`src/rtl/instr_fetch_unit.sv`:
```
// Instruction fetch stage: PC, req/ready fetch from instruction memory, instruction register.
// Optional performance counters (retires, stalled cycles) are built when IFETCH_PERF_EN is defined.
module instr_fetch_unit #(
    parameter logic [31:0] RESET_PC = 32'h0000_0000
) (
    input  logic        clk,
    input  logic        reset,
    output logic        imem_req,
    output logic [31:0] imem_addr,
    input  logic        imem_ready,
    input  logic [31:0] imem_rdata,
    input  logic        stall,
    input  logic        branch,
    input  logic        zero,
    input  logic        jump,
    output logic        instr_valid,
    output logic [31:0] instr,
    output logic [5:0]  op_out,
    output logic [5:0]  func_out,
    output logic [31:0] pc_out,
    output logic [31:0] pc_plus4,
    output logic [31:0] fetch_count,
    output logic [31:0] stall_cycles
);

    typedef enum logic [1:0] {
        IDLE,
        REQ,
        VALID
    } state_t;

    localparam logic [31:0] RESET_PC_ALIGNED = {RESET_PC[31:2], 2'b00};

    state_t      state;
    state_t      state_next;
    logic [31:0] pc;
    logic [31:0] pc_next;
    logic [31:0] instr_reg;
    logic [31:0] branch_target;
    logic [31:0] jump_target;
    logic        load;
    logic        retire;

    always_ff @(posedge clk or posedge reset) begin
        if (reset) begin
            state <= IDLE;
        end else begin
            state <= state_next;
        end
    end

    always_comb begin
        state_next = state;
        imem_req   = 1'b0;
        load       = 1'b0;
        retire     = 1'b0;
        case (state)
            IDLE: begin
                state_next = REQ;
            end
            REQ: begin
                imem_req = 1'b1;
                if (imem_ready) begin
                    load       = 1'b1;
                    state_next = VALID;
                end
            end
            VALID: begin
                if (!stall) begin
                    retire     = 1'b1;
                    state_next = REQ;
                end
            end
            default: begin
                state_next = IDLE;
            end
        endcase
    end

    // Jump outranks a taken branch; both targets are relative to the retiring instruction.
    always_comb begin
        branch_target = pc_plus4 + {{14{instr_reg[15]}}, instr_reg[15:0], 2'b00};
        jump_target   = {pc_plus4[31:28], instr_reg[25:0], 2'b00};
        if (jump) begin
            pc_next = jump_target;
        end else if (branch && zero) begin
            pc_next = branch_target;
        end else begin
            pc_next = pc_plus4;
        end
    end

    always_ff @(posedge clk or posedge reset) begin
        if (reset) begin
            pc <= RESET_PC_ALIGNED;
        end else if (retire) begin
            pc <= pc_next;
        end
    end

    always_ff @(posedge clk or posedge reset) begin
        if (reset) begin
            instr_reg <= 32'h0;
        end else if (load) begin
            instr_reg <= imem_rdata;
        end
    end

    assign pc_out      = pc;
    assign imem_addr   = pc;
    assign pc_plus4    = pc + 32'd4;
    assign instr       = instr_reg;
    assign instr_valid = (state == VALID);
    assign op_out      = instr_reg[31:26];
    assign func_out    = instr_reg[5:0];

`ifdef IFETCH_PERF_EN
    logic [31:0] fetch_cnt;
    logic [31:0] stall_cnt;

    always_ff @(posedge clk or posedge reset) begin
        if (reset) begin
            fetch_cnt <= 32'h0;
            stall_cnt <= 32'h0;
        end else begin
            if (retire) begin
                fetch_cnt <= fetch_cnt + 32'd1;
            end
            if ((state == VALID) && stall) begin
                stall_cnt <= stall_cnt + 32'd1;
            end
        end
    end

    assign fetch_count  = fetch_cnt;
    assign stall_cycles = stall_cnt;
`else
    assign fetch_count  = 32'h0;
    assign stall_cycles = 32'h0;
`endif

endmodule

```
`config.mk`:
```
export PLATFORM = sky130hd
export DESIGN_NAME = instr_fetch_unit
export DESIGN_NICKNAME = d
export VERILOG_FILES = /design/src/rtl/instr_fetch_unit.sv
export SDC_FILE = /design/constraint.sdc
export NUM_CORES = 1
export LEC_CHECK = 0
export ABC_AREA = 1
export CORE_MARGIN = 1.5
export CORE_UTILIZATION = 43
export DETAILED_ROUTE_END_ITERATION = 10
export MAX_ROUTING_LAYER = met4
export PLACE_DENSITY_LB_ADDON = 0.15
export SLEW_MARGIN = 0
export SYNTH_ARGS = -nofsm -noshare
export SYNTH_HDL_FRONTEND = slang
export SYNTH_SLANG_ARGS = --single-unit
export TNS_END_PERCENT = 50
```
`constraint.sdc`:
```
create_clock -name clk -period 2.5 [get_ports clk]
set_input_delay 0.5 -clock clk [delete_from_list [all_inputs] [get_ports clk]]
set_output_delay 0.5 -clock clk [all_outputs]
set_load 0.02 [all_outputs]
```
==> results.cfg <==
[outcome]
status = complete, but fails checks
violations = setup timing

[synthesis]
ys_warn_count = 0
synthAdderAreaFrac = 0.06507
avgSynthCellArea_um2 = 6.270
synth_edf_count = 0
synthTopCellsByArea = dfrtp_1 22%, nand2_1 20%, buf_4 12%
synth_commonest_cells = 388 x nand2_1, 174 x inv_1, 112 x buf_4
synth.cell_area_um2 = 7229
async_flop_share = 1.000
synth-xor-area-share = 0.02025
synth_compound_area_frac = 0.06040
synth_cells = 1153
ys_seq_elements = 64
synthMuxAreaShare = 0.04361
synth_most_common_cell = nand2_1
synth_ff_type = dfrtp_1
yosys.area_share.simple = 0.3659
synth_top_family_by_area = simple AND/OR/NAND/NOR gates
seq_area_frac_synth = 0.2215
synthDominantCellAreaShare = 0.2215
synth_area_leader_cell = dfrtp_1
synth_cell_types = 45

[flow_run]
maxCapViolations = 0

[floorplan]
row_count = 47
coreArea_um2 = 16520
die_w_um = 132.7
die-area_um2 = 17600
io_pins = 245
initial_core_util = 0.4375
die_h_um = 132.7

[setup_path]
cpPeakStageDelay_ns = 0.41
worstSetupEndpointType = flip-flop
path_cells = ha_4 > nand2_4 > inv_1 > nand2_2 > nor2_4 > xor2_2 > inv_2 > ha_4 > nand2_1 > nand2_2 > nand2_2 > nand2_2 > inv_2 > nand3_4 > nand2_1 > a21oi_2 > o21ai_1 > buf_4 > nand2_1 > nand2_1
crit_fanout = 4
crit_required_ns = 2.73
crit_type = flip-flop to flip-flop
timing.critical_path.buf_inv = 4
crit_slowest_cell = dfrtp_2
crit_path_start_kind = flip-flop
cp_top_family = simple AND/OR/NAND/NOR gates
crit_arrival_ns = 3.09

[detailed_routing]
drc_errors = 0
drt_wl_total_mm = 26.40
drtIter0Drc = 669
route.vias.total = 8250
via_per_inst = 4.844
dr.pass1.iters = 5
wl_per_cell_um = 15.50
ant_nets = 0

[clocking]
cts.sinks = 64
cts_buffers = 9
path_clk_slew_ns = 0.06
cts_tree = yes
root_buffer = clkbuf_16
htreeDepth = 3
clkLatencyLatePin_ns = 0.34
cts_buffer_depth = 2

[final_layout]
post-route-util = 0.7161
largest_reg_flops = 32
fill_cells = 1360
seq_area_um2 = 1628
antenna_cells = 0
multiInputGateArea_um2 = 5594
fin_nets = 1554
drive_gt1_frac = 0.3830
syn2layout_area_growth_pct = 63.69

[timing]
setup_viol = 33
hold_slack_ns = 0.5000
fin_worst_skew_ns = 0.006211
report.final.slew_viol_count = 0
min_period_ns = 2.867
fin_setup_tns_ns = -5.823
fmax_ghz = 0.3488
worst_pin_slew_ns = 0.6044
rsz0062_at_grt = true
max-slew-margin-rel = 0.5965
min_period_over_period = 1.147
hold_viol_final = 0
layout_setup_ws_ns = -0.3667

[place]
dp_slack_ns = -0.5127
dp_hpwl_mm = 20.28
place.port_buffers = 174
gp_congestion = 0.9676

[global_route]
grt.overflow.total = 0
use_met3 = 0.04521
grt_util_all_layers = 0.2918
grt_pass1_vias = 7432
grt.busiest_layer = met2
antenna_found_initial = 0
grt_use_met2 = 0.4523
grt_util_met1 = 0.3985
grt_first_pass_wirelength_mm = 38.72
grt_max_degree = 37

[power]
totalPowerFinal_mw = 20.20
ir_drop_uv = 928.4
p_per_area_nw_per_um2 = 1707
leakage_nw = 6.053

[hold_path]
hold_class = flip-flop to flip-flop
-- path summary, 6_finish.rpt --
kind,end,cells after the start,from,slack [ns]
max,imem_addr[19],20,imem_addr[3],-0.37
min,state[0],1,state[1],0.50
max reg2reg,imem_addr[19],20,imem_addr[3],-0.37
min reg2reg,state[0],1,state[1],0.50
max in group asynchronous,imem_addr[12],3,reset,1.34
min in group asynchronous,instr[4],2,reset,0.56
-- through the flow --
stage / instance area [µm²] / cells
3_5_place_dp: 10330 / 1656
5_1_grt: 11830 / 1703
6_report: 11830 / 1703
4_1_cts: 11140 / 1686
3_3_place_gp: 10330 / 1656
2_1_floorplan: 7900 / 1222
-- timing repair --
action | in CTS | in global routing
pin swaps | 33 | 68
setup endpoints to repair | 54 | 50
resized for setup | 177 | 174
setup buffers | 14 | 18
hold buffers | 0 | 0
-- power by group --
group / internal [mW] / switching [mW]
Clock: 0.982 / 0.515
Combinational: 7.40 / 9.11
Sequential: 1.57 / 0.633
-- cells in the final DEF, fill, tap and decap left out, drive strengths merged, types with 3 or more instances in the layout --
cell,n
nand2,403
buf,223
inv,180
clkdlybuf4s50,146
nor2,111
nand3,76
conb,70
dfrtp,64
a21oi,36
ha,36
mux2,28
o21ai,26
clkbuf,13
nor3,11
xor2,9
nand4,6
xnor2,6
nand3b,5
and2,3
o211ai,3
a22oi,3
bufinv,3
dlygate4sd2,3
or2,3
-- final cells by class --
cell class / instances / share of cell area
multi-input cells: 847 / 0.4727
inverters: 179 / 0.05752
flip-flops and latches: 64 / 0.1376
repair buffers: 377 / 0.2799
clock buffers: 10 / 0.01935
well taps: 220 / 0.02326
clock inverters: 6 / 0.009727
-- kinds of logic (layout without fill, tap and decap cells) --
kind of cell,after synthesis,after routing
AND/OR/NAND/NOR,620,620
buffers and inverters,311,572
AO/OA/AOI/OAI,77,77
flip-flops,64,64
adder cells (fa/ha/maj),37,37
multiplexers,28,28
XOR/XNOR,15,15
other,1,70
-- metal layers --
layer  vias up  part of all wire
met5         -                 0
met4         0             0.020
met3        34             0.063
met2       289              0.46
met1      3902              0.45
li1       4025                 -
No activity file was read; power rests on OpenSTA's default activity.
